## config.mk

```make
export PLATFORM = sky130hd
export DESIGN_NAME = alu_pipe
export DESIGN_NICKNAME = d
export VERILOG_FILES = /design/src/rtl/alu_pkg.sv /design/src/rtl/alu_mul_iter.sv /design/src/rtl/alu_pipe.sv
export SDC_FILE = /design/constraint.sdc
export NUM_CORES = 1
export LEC_CHECK = 0
export ABC_AREA = 1
export BUFFER_PORTS_ARGS = -buffer_cell sky130_fd_sc_hd__buf_2
export CORE_MARGIN = 3
export CORE_UTILIZATION = 28
export DETAILED_ROUTE_END_ITERATION = 8
export PLACE_DENSITY_LB_ADDON = 0.12
export SLEW_MARGIN = 20
export SYNTH_ARGS = -nofsm -noshare
export SYNTH_HDL_FRONTEND = slang
export SYNTH_HIERARCHICAL = 1
export SYNTH_SLANG_ARGS = --single-unit
```

## constraint.sdc

```tcl
create_clock -name clk -period 4.7 [get_ports clk]
set_clock_uncertainty 0.15 [all_clocks]
set_input_delay 0.705 -clock clk [delete_from_list [all_inputs] [get_ports clk]]
set_output_delay 0.705 -clock clk [all_outputs]
set_load 0.01 [all_outputs]
```

## src/rtl/alu_pkg.sv

```systemverilog
// Shared definitions for the pipelined ALU: opcodes, FSM states, flag bit positions.
package alu_pkg;

  localparam logic [3:0] ALU_ADD  = 4'd0;
  localparam logic [3:0] ALU_SUB  = 4'd1;
  localparam logic [3:0] ALU_ADDI = 4'd2;
  localparam logic [3:0] ALU_AND  = 4'd3;
  localparam logic [3:0] ALU_ANDI = 4'd4;
  localparam logic [3:0] ALU_OR   = 4'd5;
  localparam logic [3:0] ALU_XOR  = 4'd6;
  localparam logic [3:0] ALU_SLL  = 4'd7;
  localparam logic [3:0] ALU_SRL  = 4'd8;
  localparam logic [3:0] ALU_SRA  = 4'd9;
  localparam logic [3:0] ALU_SLT  = 4'd10;
  localparam logic [3:0] ALU_SLTU = 4'd11;
  localparam logic [3:0] ALU_MUL  = 4'd12;

  // Bit positions inside the packed flag vector
  localparam int FLG_Z   = 0;
  localparam int FLG_N   = 1;
  localparam int FLG_C   = 2;
  localparam int FLG_V   = 3;
  localparam int FLG_ERR = 4;
  localparam int NFLAGS  = 5;

  typedef enum logic [1:0] {
    ST_IDLE = 2'd0,
    ST_MUL  = 2'd1,
    ST_HOLD = 2'd2
  } state_t;

endpackage

```

## src/rtl/alu_mul_iter.sv

```systemverilog
// Iterative shift-add multiplier: one partial product per cycle, low DWIDTH bits kept.
// done is high in the cycle whose closing edge performs the final step;
// product_next is the value the accumulator takes at that edge.
module alu_mul_iter #(
  parameter int DWIDTH = 16
) (
  input  logic              clk,
  input  logic              rst_n,
  input  logic              start,
  input  logic [DWIDTH-1:0] a,
  input  logic [DWIDTH-1:0] b,
  output logic              done,
  output logic [DWIDTH-1:0] product_next,
  output logic [DWIDTH-1:0] product
);

  localparam int SHW = $clog2(DWIDTH);

  logic [DWIDTH-1:0] a_q;
  logic [DWIDTH-1:0] b_q;
  logic [DWIDTH-1:0] acc;
  logic [DWIDTH-1:0] partial;
  logic [SHW-1:0]    cnt;
  logic              busy;

  assign partial      = b_q[cnt] ? (a_q << cnt) : '0;
  assign product_next = acc + partial;
  assign product      = acc;
  assign done         = busy && (cnt == SHW'(DWIDTH - 1));

  // Latch operands on start, then accumulate one bit of b per cycle
  always_ff @(posedge clk or negedge rst_n) begin
    if (!rst_n) begin
      a_q  <= '0;
      b_q  <= '0;
      acc  <= '0;
      cnt  <= '0;
      busy <= 1'b0;
    end else if (start) begin
      a_q  <= a;
      b_q  <= b;
      acc  <= '0;
      cnt  <= '0;
      busy <= 1'b1;
    end else if (busy) begin
      acc <= product_next;
      cnt <= cnt + SHW'(1);
      if (done) busy <= 1'b0;
    end
  end

endmodule

```

## src/rtl/alu_pipe.sv

```systemverilog
// Handshaked ALU with registered result/flags and an iterative multiplier.
// state   | meaning
// IDLE    | accepting ops; single-cycle results load the output register directly
// MUL     | multiplier stepping, input channel stalled
// HOLD    | product ready but output register still occupied
module alu_pipe
  import alu_pkg::*;
#(
  parameter int DWIDTH = 16
) (
  input  logic              clk,
  input  logic              rst_n,
  input  logic              in_valid,
  output logic              in_ready,
  input  logic [3:0]        alu_func,
  input  logic [DWIDTH-1:0] alu_a,
  input  logic [DWIDTH-1:0] alu_b,
  input  logic [DWIDTH-1:0] alu_imm,
  output logic              out_valid,
  input  logic              out_ready,
  output logic [DWIDTH-1:0] alu_out,
  output logic              flag_z,
  output logic              flag_n,
  output logic              flag_c,
  output logic              flag_v,
  output logic              flag_err
);

  localparam int SHW = $clog2(DWIDTH);

  state_t              state;
  logic [NFLAGS-1:0]   flags_q;
  logic [NFLAGS-1:0]   alu_flags;
  logic [NFLAGS-1:0]   mul_flags;
  logic [DWIDTH-1:0]   res;
  logic [DWIDTH-1:0]   add_opnd;
  logic [DWIDTH:0]     add_full;
  logic [DWIDTH:0]     sub_full;
  logic [SHW-1:0]      sh;
  logic [DWIDTH-1:0]   mul_next;
  logic [DWIDTH-1:0]   mul_product;
  logic [DWIDTH-1:0]   mul_src;
  logic                mul_done;
  logic                out_free;
  logic                accept;
  logic                mul_start;

  assign out_free  = !out_valid || out_ready;
  assign in_ready  = (state == ST_IDLE) && out_free;
  assign accept    = in_valid && in_ready;
  assign mul_start = accept && (alu_func == ALU_MUL);

  assign add_opnd = (alu_func == ALU_ADDI) ? alu_imm : alu_b;
  assign add_full = {1'b0, alu_a} + {1'b0, add_opnd};
  assign sub_full = {1'b0, alu_a} + {1'b0, ~alu_b} + (DWIDTH + 1)'(1);
  assign sh       = alu_b[SHW-1:0];

  alu_mul_iter #(.DWIDTH(DWIDTH)) u_mul (
    .clk          (clk),
    .rst_n        (rst_n),
    .start        (mul_start),
    .a            (alu_a),
    .b            (alu_b),
    .done         (mul_done),
    .product_next (mul_next),
    .product      (mul_product)
  );

  // Single-cycle datapath: result and flags for every non-multiply opcode
  always_comb begin
    res       = '0;
    alu_flags = '0;
    case (alu_func)
      ALU_ADD, ALU_ADDI: begin
        res              = add_full[DWIDTH-1:0];
        alu_flags[FLG_C] = add_full[DWIDTH];
        alu_flags[FLG_V] = (alu_a[DWIDTH-1] == add_opnd[DWIDTH-1]) &&
                           (res[DWIDTH-1] != alu_a[DWIDTH-1]);
      end
      ALU_SUB: begin
        res              = sub_full[DWIDTH-1:0];
        alu_flags[FLG_C] = sub_full[DWIDTH];
        alu_flags[FLG_V] = (alu_a[DWIDTH-1] != alu_b[DWIDTH-1]) &&
                           (res[DWIDTH-1] != alu_a[DWIDTH-1]);
      end
      ALU_AND:  res = alu_a & alu_b;
      ALU_ANDI: res = alu_a & alu_imm;
      ALU_OR:   res = alu_a | alu_b;
      ALU_XOR:  res = alu_a ^ alu_b;
      ALU_SLL:  res = alu_a << sh;
      ALU_SRL:  res = alu_a >> sh;
      ALU_SRA:  res = $signed(alu_a) >>> sh;
      ALU_SLT:  res = {{(DWIDTH-1){1'b0}}, ($signed(alu_a) < $signed(alu_b))};
      ALU_SLTU: res = {{(DWIDTH-1){1'b0}}, (alu_a < alu_b)};
      ALU_MUL:  res = '0;
      default:  alu_flags[FLG_ERR] = 1'b1;
    endcase
    alu_flags[FLG_Z] = (res == '0);
    alu_flags[FLG_N] = res[DWIDTH-1];
  end

  // Product source: the finishing step in MUL, the settled accumulator in HOLD
  always_comb begin
    mul_src          = (state == ST_HOLD) ? mul_product : mul_next;
    mul_flags        = '0;
    mul_flags[FLG_Z] = (mul_src == '0);
    mul_flags[FLG_N] = mul_src[DWIDTH-1];
  end

  // Sequencing FSM and output register; a load overrides a same-edge consumption
  always_ff @(posedge clk or negedge rst_n) begin
    if (!rst_n) begin
      state     <= ST_IDLE;
      out_valid <= 1'b0;
      alu_out   <= '0;
      flags_q   <= '0;
    end else begin
      if (out_valid && out_ready) out_valid <= 1'b0;
      case (state)
        ST_IDLE: begin
          if (accept) begin
            if (alu_func == ALU_MUL) begin
              state <= ST_MUL;
            end else begin
              alu_out   <= res;
              flags_q   <= alu_flags;
              out_valid <= 1'b1;
            end
          end
        end
        ST_MUL: begin
          if (mul_done) begin
            if (out_free) begin
              alu_out   <= mul_src;
              flags_q   <= mul_flags;
              out_valid <= 1'b1;
              state     <= ST_IDLE;
            end else begin
              state <= ST_HOLD;
            end
          end
        end
        ST_HOLD: begin
          if (out_free) begin
            alu_out   <= mul_src;
            flags_q   <= mul_flags;
            out_valid <= 1'b1;
            state     <= ST_IDLE;
          end
        end
        default: state <= ST_IDLE;
      endcase
    end
  end

  assign flag_z   = flags_q[FLG_Z];
  assign flag_n   = flags_q[FLG_N];
  assign flag_c   = flags_q[FLG_C];
  assign flag_v   = flags_q[FLG_V];
  assign flag_err = flags_q[FLG_ERR];

endmodule

```

==> results of run 1 <==
==> worst max-delay path, stage by stage, from the launching register on <==
cell and delay [ns]:
dfrtp_1 0.38, inv_2 0.26, nand2_1 0.10, nand3_1 0.09, nand3_2 0.09, nand3_4 0.16, inv_1 0.07, nand3_1 0.07
inv_1 0.06, ha_1 0.21, fa_1 0.44, nand3_1 0.10, nand2_1 0.11, a21boi_1 0.20, nor2_1 0.08, nand2_1 0.07
nand2_1 0.07, or2_1 0.23, and2_1 0.14, mux2i_1 0.22, nand2_1 0.08, nor4_1 0.20, a41oi_1 0.15, a21oi_1 0.20
==> logic make-up after synthesis <==
kind of cell,after synthesis
AOI/OAI and AO/OA,236
xor gates and xnor gates,10
adders and majority gates,76
buffers and inverters,252
DFF,76
muxes,9
and+or+nand+nor,1031
==> per-stage QoR <==
step                area (um2)  instances  utilization
detailed placement       10520       2175       0.3105
global route             10820       2191       0.3195
CTS                      10820       2191       0.3195
global placement         10520       2175       0.3105
floorplan                 9704       1690            -
finish                   10820       2191       0.3195
==> power groups by stage <==
stage               Combinational [mW]  Sequential (mW)  Clock [mW]
floorplan                         2.84             1.17           0
global placement                  4.01             1.23           0
detailed placement                4.00             1.23           0
CTS                               4.02             1.22       0.748
global route                      4.55             1.25       0.774
finish                            4.04             1.22       0.727
==> cell usage after synthesis, types with 2 or more instances <==
cell      number
a21o_1         4
fa_1           3
a31oi_1        2
nand3_2        2
mux2i_1        9
nand4_1       16
o31ai_1        4
buf_6          3
o21ai_1       26
ha_1          73
o21ai_0       76
nand3b_1       8
buf_1          3
buf_2         19
o21bai_1       6
o21ai_2        2
inv_2         10
xor2_1         8
nor4_1         3
nand2_2        2
clkbuf_1      29
and2_1         7
buf_4          6
nand2_1      598
a22o_1        11
xnor2_1        2
nand2_4        2
a41oi_1        2
nor3_1        19
a21oi_1       82
inv_1        181
o22ai_1        8
nand3_1      197
nor2_2         5
o211ai_1      10
nor2_1       166
dfrtp_1       76
==> sequential cells by signal, summed over array words and instances, names as in the netlist <==
signal and cells:
u_mul/busy 1, u_mul/b_q 16, u_mul/a_q 16, flags_q 5, u_mul/product 16, u_mul/cnt 4, out_valid 1, state 2
alu_out 15
==> routing by layer <==
metal | GRT usage | up-vias | wire length [um]
li1 | - | 5571 | -
met4 | 0.08013 | 0 | 1412
met2 | 0.3786 | 334 | 19090
met1 | 0.2984 | 5253 | 19010
met3 | 0.02227 | 76 | 1922
met5 | 0 | - | 0
==> area by class of cell <==
class / count / area [um2]
Clock buffer: 10 / 239.0
Inverter: 192 / 720.7
Clock inverter: 6 / 63.81
Fill cell: 3937 / 23050
Multi-Input combinational cell: 1362 / 6798
Tap cell: 448 / 560.5
Timing Repair Buffer: 97 / 535.5
Sequential cell: 76 / 1902
==> path summary, 6_finish.rpt <==
| check | to | slack [ns] | startpoint |
|---|---|---|---|
| max | flags_q[0]$_DFFE_PN0P_ | 0.69 | u_mul/cnt[0]$_DFFE_PN0P_ |
| min | u_mul/b_q[6]$_DFFE_PN0P_ | 0.24 | rst_n |
| max reg2reg | flags_q[0]$_DFFE_PN0P_ | 0.69 | u_mul/cnt[0]$_DFFE_PN0P_ |
| min reg2reg | alu_out[10]$_DFFE_PN0P_ | 0.33 | alu_out[10]$_DFFE_PN0P_ |
| max in group asynchronous | u_mul/product[1]$_DFFE_PN0P_ | 3.28 | rst_n |
| min in group clk | alu_out[10]$_DFFE_PN0P_ | 0.33 | alu_out[10]$_DFFE_PN0P_ |
==> impl_results.md, run 1 <==
* DRT antenna net count at 0
* Type of origin of the critical path: register
* Die Area at 0.03693 mm2
* Post-CTS Hold Fix Bufs at 0
* Pin count of the biggest net entering global routing at 48
* Yosys warning count at 6
* Setup Buffers After CTS at 0
* Setup violators final at 0
* Crit share post-route at 0.8538
* Clock Sinks at 76
* Rows at 67
* Seq/Total Area, Yosys at 0.1960
* Grt ovf at 0
* Vias/cell at 5.127
* Global placement routability congestion at 0.9840
* Final min period at 4.013 ns
* Worst-path clk slew at 0.07 ns
* Vias in the first global route at 11140
* Simple-gate area share of the yosys netlist at 0.4448
* First-pass GRT wire length at 63.69 mm
* Most common cell after layout, fill and taps aside: nand2_1
* Pwr Density at 553.5 mW/mm2
* Clk buf depth at 2
* Synthesized instance count at 1690
* PortBufs at 78
* R2r worst-path depth at 23
* Yosys top cell area share at 0.2313
* CTS buffer count at 9
* Dpl hpwl at 33.58 mm
* CTS Root Cell: clkbuf_16
* Leakage Power at 5.900 nW
* Yosys top cell by area: nand2_1
* Largest family of logic cells by synthesized area: simple AND/OR/NAND/NOR gates
* FFs w/ async S/R, synth at 1.000
* Mux share of post-synthesis cell area at 0.009283
* Clock power share at 0.121
* Mapped cell area at 0.009704 mm2
* Final worst slack at 0.6870 ns
* Status: finished, final reports clean
* Worst-Skew Late Latency at 0.35 ns
* Worst-Margin Slew at 0.9210 ns
* Yosys reg bits at 76
* VDD IR max at 0.0002849 V
* Detailed Route WL at 41.44 mm
* Final Power at 5.988 mW
* Synthesized Nets at 1822
* RSZ-0062 raised after global routing: no
* Die H at 192.2 um
* Initial DRC count at 1111
* Most frequent cells in the layout: nand2_1, nand3_1, inv_1, nor2_1, a21oi_1
* P&R area growth vs syn at 11.49%
* Die width at 192.2 um
* Final Hold Viols at 0
* Fin. max-slew vios at 0
* Max-Cap Viols at 0
* Distinct cells, synth at 47
* Gr usage total at 0.2248
* Crit. End Element: register
* Pre-Repair DR Iteration Count at 6
* Synth Area in Adders at 0.1003
* WL/cell at 18.91 um
* Syn_area_per_cell at 5.742 um2
* Antenna violations before repair at 1
* Placeable Area at 0.03387 mm2
* Vias at 11230
* EDFF count, synth at 0
* Post-Synth XOR/XNOR Area at 0.009025
* Max FO, Critical Path at 20
* Logic pwr share at 0.675
* Ys flop type: dfrtp_1
* Synth Area in Compound Gates at 0.1360
* Sw Ratio at 0.5452
* Slew headroom at 0.3853
* NumNets Final at 1870
* Data required time of the worst path at 4.82 ns
* Psw at 3.265 mW
* Post-CTS resize count at 0
* Share of cells above drive strength 1 at 0.08090
* Fin Hold WS at 0.2403 ns
* Antenna cell count at 0
* Seq pwr share at 0.203
* Initial Util at 0.2865
* Worst slack, placed at 0.4703 ns
* Pint at 2.723 mW
* Fmax at 249.2 MHz
* I/O pin total at 79
* Setup TNS at 0 ns
* Synth area leaders: nand2_1, dfrtp_1, nand3_1
* WP data arrival at 4.13 ns
* H-tree levels at 3
* CP Class: register to register
* CTS tree: built
* DRC Markers at 0
* Worst min path class: input pin to async pin
(Power assumes the default switching activity.)
==> run 2: changes to the inputs <==
Clock period 4.7 ns to 4.55 ns, I/O delays scaled along.
==> run 2 against run 1 <==
  * Via count increased by 0.30%
  * Global-route usage is 0.071 points higher
  * Sequential share of layout area hardly changed
  * Fmax grew 3.7%
  * Worst hold slack improved by 0.0030 ns
  * Core utilization grew 0.085 points
  * Combinational power is 3% higher
  * Clock-buffer cell count shrank 1
  * Critical endpoint unchanged
  * Largest cell class unchanged
  * Largest power group unchanged
==> impl_results.md, run 2 (synthesis results as in run 1) <==
* Status: finished, final reports clean
* Leakage Power at 5.917 nW
* Setup Buffers After CTS at 0
* Initial Util at 0.2865
* Crit path max-delay family: simple AND/OR/NAND/NOR gates
* Fin Hold WS at 0.2432 ns
* Die H at 192.2 um
* DRT antenna net count at 0
* First-pass GRT wire length at 63.40 mm
* CP Cell Sequence: buf_4, nand2_1, nand3_1, nand3_2, nand3_4, inv_1, nand3_1, inv_1, ha_1, fa_1, nand3_1, nand2_1, a21boi_1, nor2_1, nand2_1, nand2_1, or2_1, and2_1, mux2i_1, nand2_1, nor4_1, a41oi_1, a21oi_1
* NumNets Final at 1873
* WP buf/inv at 3
* Gr usage total at 0.2255
* Post-CTS Hold Fix Bufs at 0
* WL/cell at 18.92 um
* Die Area at 0.03693 mm2
* Worst-path clk slew at 0.07 ns
* I/O pin total at 79
* Die width at 192.2 um
* Reg-to-Reg Start: u_mul/cnt[0]$_DFFE_PN0P_
* Post-CTS resize count at 0
* PortBufs at 78
* Slew headroom at 0.4010
* VDD IR max at 0.0002243 V
* Share of cells above drive strength 1 at 0.08190
* Rows at 67
* Crit. End Element: register
* Setup violators final at 0
* Psw at 3.360 mW
* Sw Ratio at 0.5429
* Vias/cell at 5.131
* Vias in the first global route at 10870
* CTS Root Cell: clkbuf_16
* Max FO, Critical Path at 31
* Most used cell, CP: nand2_1
* DRC Markers at 0
* Most common cell after layout, fill and taps aside: nand2_1
* Logic pwr share at 0.675
* Data required time of the worst path at 4.68 ns
* Worst min path class: input pin to async pin
* Fin. max-slew vios at 0
* Global placement routability congestion at 0.9875
* DP Area at 0.01054 mm2
* Max-Cap Viols at 0
* Vias at 11270
* Grt ovf at 0
* Most frequent cells in the layout: nand2_1, nand3_1, inv_1, nor2_1, a21oi_1
* Pre-Repair DR Iteration Count at 6
* Detailed Route WL at 41.54 mm
* CP Class: register to register
* Slowest stage delay, CP at 0.43 ns
* Pwr Density at 570.4 mW/mm2
* RSZ-0062 raised after global routing: no
* Pin count of the biggest net entering global routing at 57
* Pint at 2.829 mW
* Final Hold Viols at 0
* Worst-Margin Slew at 0.8975 ns
* Worst-Skew Late Latency at 0.35 ns
* Type of origin of the critical path: register
* Clock Sinks at 76
* Initial DRC count at 1009
* H-tree levels at 3
* Final min period at 3.869 ns
* Post-route cell area at 0.01085 mm2
* P&R area growth vs syn at 11.78%
* Placeable Area at 0.03387 mm2
* CTS tree: built
* CP startpoint: u_mul/cnt[0]$_DFFE_PN0P_
* Antenna violations before repair at 3
* Dpl hpwl at 33.98 mm
* CTS buffer count at 9
* Clock power share at 0.123
* Clk buf depth at 2
* Setup TNS at 0 ns
* WP data arrival at 4.00 ns
* Fin util at 0.3203
* Crit share post-route at 0.8503
* Fmax at 258.5 MHz
* Slowest cell on crit path: fa_1
* Fillers at 3970
* Seq pwr share at 0.201
* Final Power at 6.188 mW
==> run 2: cell types whose count changed in the layout (fill, tap and decap cells not counted), sizes merged <==
| cell | before | now |
|---|---|---|
| diode | 0 | 2 |
| inv | 191 | 194 |
| clkinv | 4 | 3 |
| clkinvlp | 2 | 1 |
| buf | 97 | 100 |
| clkbuf | 10 | 9 |
==> run 2: final timing paths <==
check / to / slack, ns / cells past startpoint
max in group asynchronous: u_mul/b_q[10]$_DFFE_PN0P_ / 3.17 / 2
max: flags_q[0]$_DFFE_PN0P_ / 0.68 / 23
min in group clk: alu_out[3]$_DFFE_PN0P_ / 0.33 / 2
min reg2reg: alu_out[3]$_DFFE_PN0P_ / 0.33 / 2
max reg2reg: flags_q[0]$_DFFE_PN0P_ / 0.68 / 23
min: u_mul/b_q[6]$_DFFE_PN0P_ / 0.24 / 1
==> run 2: per-layer routing <==
layer | GRT usage | vias up | routed length [um]
met3 | 0.02281 | 67 | 2076
met5 | 0 | - | 13
met1 | 0.3030 | 5265 | 18750
met2 | 0.3746 | 336 | 19140
li1 | - | 5598 | -
met4 | 0.08126 | 2 | 1555
==> run 2: power by group through the flow <==
| stage | Sequential, mW | Clock, mW | Combinational, mW |
|---|---|---|---|
| CTS | 1.25 | 0.786 | 4.17 |
| global placement | 1.26 | 0 | 4.17 |
| finish | 1.25 | 0.762 | 4.18 |
| detailed placement | 1.26 | 0 | 4.15 |
| floorplan | 1.20 | 0 | 2.93 |
| global route | 1.29 | 0.812 | 4.74 |
==> run 2: cell type report <==
cell class	instances	area [um2]	area share
diodes	2	5.005	0.0004614
clock buffers	9	225.2	0.02076
clock inverters	7	81.33	0.007497
inverters	192	720.7	0.06644
multi-input cells	1362	6795	0.6264
flip-flops and latches	76	1902	0.1753
well taps	448	560.5	0.05167
repair buffers	100	558.0	0.05144
==> run 2: worst reg2reg max path, delay by kind of cell (launching register included) <==
family	cells	cell delay, ns
AO/OA/AOI/OAI	3	0.50
adder cells (fa/ha/maj)	2	0.64
buffers and inverters	3	0.41
flip-flops	1	0.35
multiplexers	1	0.21
AND/OR/NAND/NOR	14	1.53
==> run 2: per-stage QoR <==
step / instances / setup slack (ns)
CTS: 2194 / 0.6504
detailed placement: 2178 / 0.5534
global placement: 2178 / 0.5952
floorplan: 1690 / 1.195
global route: 2196 / 0.2216
finish: 2196 / 0.6810
==> run 3: changes to the inputs <==
Settings changed: CORE_ASPECT_RATIO set to 1.4.
==> run 3 against run 2 <==
  * Core utilization down 0.25 points
  * Critical path depth down 3
  * Combinational power up 2%
  * Total power up 0.54%
  * Sequential power about the same
  * Largest cell class unchanged
==> impl_results.md, run 3 (synthesis results as in run 1) <==
* Crit. End Element: register
* DRC Markers at 0
* Max-Cap Viols at 0
* Vias at 11190
* Max FO, Critical Path at 25
* Pre-Repair DR Iteration Count at 5
* RSZ-0062 raised after global routing: no
* Setup TNS at 0 ns
* CTS Root Cell: clkbuf_16
* Leakage Power at 5.923 nW
* Final min period at 3.912 ns
* Final Hold Viols at 0
* Setup Buffers After CTS at 0
* Fin. max-slew vios at 0
* CTS buffer count at 9
* Worst-Skew Late Latency at 0.36 ns
* Type of origin of the critical path: input pin
* Initial DRC count at 723
* Clk buf depth at 2
* Gr usage total at 0.2359
* Reg-to-Reg Start: u_mul/cnt[3]$_DFFE_PN0P_
* Worst-path clk slew at 0.07 ns
* VDD IR max at 0.0002271 V
* Fin util at 0.3178
* R2r worst-path depth at 20
* Status: finished, final reports clean
* Antenna cell count at 0
* Antenna violations before repair at 0
* NumNets Final at 1876
* Final Power at 6.221 mW
* Fin Hold WS at 0.1319 ns
* First-pass GRT wire length at 65.63 mm
* Post-CTS Hold Fix Bufs at 0
* Routed met1 length at 17.07 mm
* Grt ovf at 0
* Highest metal used: met4
* Crit Reg-Reg Endpoint: flags_q[0]$_DFFE_PN0P_
* Die Area at 0.03696 mm2
* Dpl hpwl at 35.81 mm
* Initial Util at 0.2843
* Vias in the first global route at 11030
* Most frequent cells in the layout: nand2_1, nand3_1, inv_1, nor2_1, a21oi_1
* Pwr Density at 573.6 mW/mm2
* CTS tree: built
* WL/cell at 19.80 um
* Worst min path class: input pin to async pin
* Global placement routability congestion at 0.9718
* H-tree levels at 3
* WP data arrival at 4.05 ns
* DP Area at 0.01056 mm2
* Die width at 163.3 um
* Met3 WL post-DR at 1.551 mm
* PortBufs at 78
* CP endpoint: flags_q[0]$_DFFE_PN0P_
* Rows at 80
* Share of cells above drive strength 1 at 0.08348
* Clock Sinks at 76
* CP Class: input pin to register
* Setup violators final at 0
* P&R area growth vs syn at 11.77%
* Fmax at 255.6 MHz
* Most common cell after layout, fill and taps aside: nand2_1
* Crit share post-route at 0.8598
* CP startpoint: alu_func[1]
* I/O pin total at 79
* Met2 WL at 22.04 mm
* Data required time of the worst path at 4.68 ns
* Slew headroom at 0.3461
* Detailed Route WL at 43.55 mm
* Placeable Area at 0.03413 mm2
* Post-route cell area at 0.01085 mm2
* Die H at 226.3 um
* Pin count of the biggest net entering global routing at 44
* Worst-Margin Slew at 0.9797 ns
* DRT antenna net count at 0
* Vias/cell at 5.087
* Post-CTS resize count at 0
* Worst reg2reg setup slack at 0.73 ns
==> run 3: cell count changes in the layout (fill, tap and decap cells not counted), sizes merged <==
cell	delta
diode	-2
buf	+3
bufinv	-1
clkinv	+1
==> run 3: where the power goes <==
part,switching (mW),internal [mW],total [mW]
logic,2.87,1.40,4.27
clock network,0.333,0.378,0.711
registers,0.237,1.00,1.24
==> run 3: how the worst min path moves through the flow <==
| stage | start | endpoint | slack (ns) | depth (start not counted) |
|---|---|---|---|---|
| floorplan | rst_n | alu_out[0]$_DFFE_PN0P_ | 0.24 | 0 |
| global placement | u_mul/b_q[11]$_DFFE_PN0P_ | u_mul/b_q[11]$_DFFE_PN0P_ | 0.31 | 2 |
| detailed placement | u_mul/b_q[8]$_DFFE_PN0P_ | u_mul/b_q[8]$_DFFE_PN0P_ | 0.31 | 2 |
| CTS | rst_n | u_mul/product[14]$_DFFE_PN0P_ | 0.14 | 1 |
| global route | rst_n | u_mul/product[10]$_DFFE_PN0P_ | 0.16 | 1 |
| finish | rst_n | u_mul/product[14]$_DFFE_PN0P_ | 0.13 | 1 |
==> run 3: per-layer routing <==
metal / track usage / up-vias
met5: 0 / -
met2: 0.4317 / 336
li1: - / 5581
met1: 0.2664 / 5166
met4: 0.1403 / 0
met3: 0.01645 / 109
==> run 3: through the flow <==
step	setup WS (ns)	instances
6_report	0.6380	2200
5_1_grt	0.2843	2200
4_1_cts	0.7439	2200
3_5_place_dp	0.3779	2184
3_3_place_gp	0.3583	2184
2_1_floorplan	1.195	1690
==> run 3: critical path, stage by stage <==
cell and delay [ns]:
buf_2 0.20, inv_2 0.06, nor2_1 0.19, nand2_1 0.25
buf_4 0.31, o21ai_0 0.33, ha_1 0.33, nand2_1 0.07
nand2_1 0.07, nand2_1 0.07, nand3_1 0.20, nor2_1 0.15
nor2_1 0.06, nor2_1 0.27, nand3_1 0.20, nor2_1 0.14
nand2_1 0.06, nor2_1 0.13, nand3_1 0.12, a21oi_1 0.13
==> run 3: area by class of cell <==
type | instances | area, um2
Tap cell | 451 | 564.3
Sequential cell | 76 | 1902
Clock buffer | 9 | 225.2
Multi-Input combinational cell | 1362 | 6795
Timing Repair Buffer | 103 | 580.6
Fill cell | 3956 | 23290
Inverter | 192 | 720.7
Clock inverter | 7 | 58.81
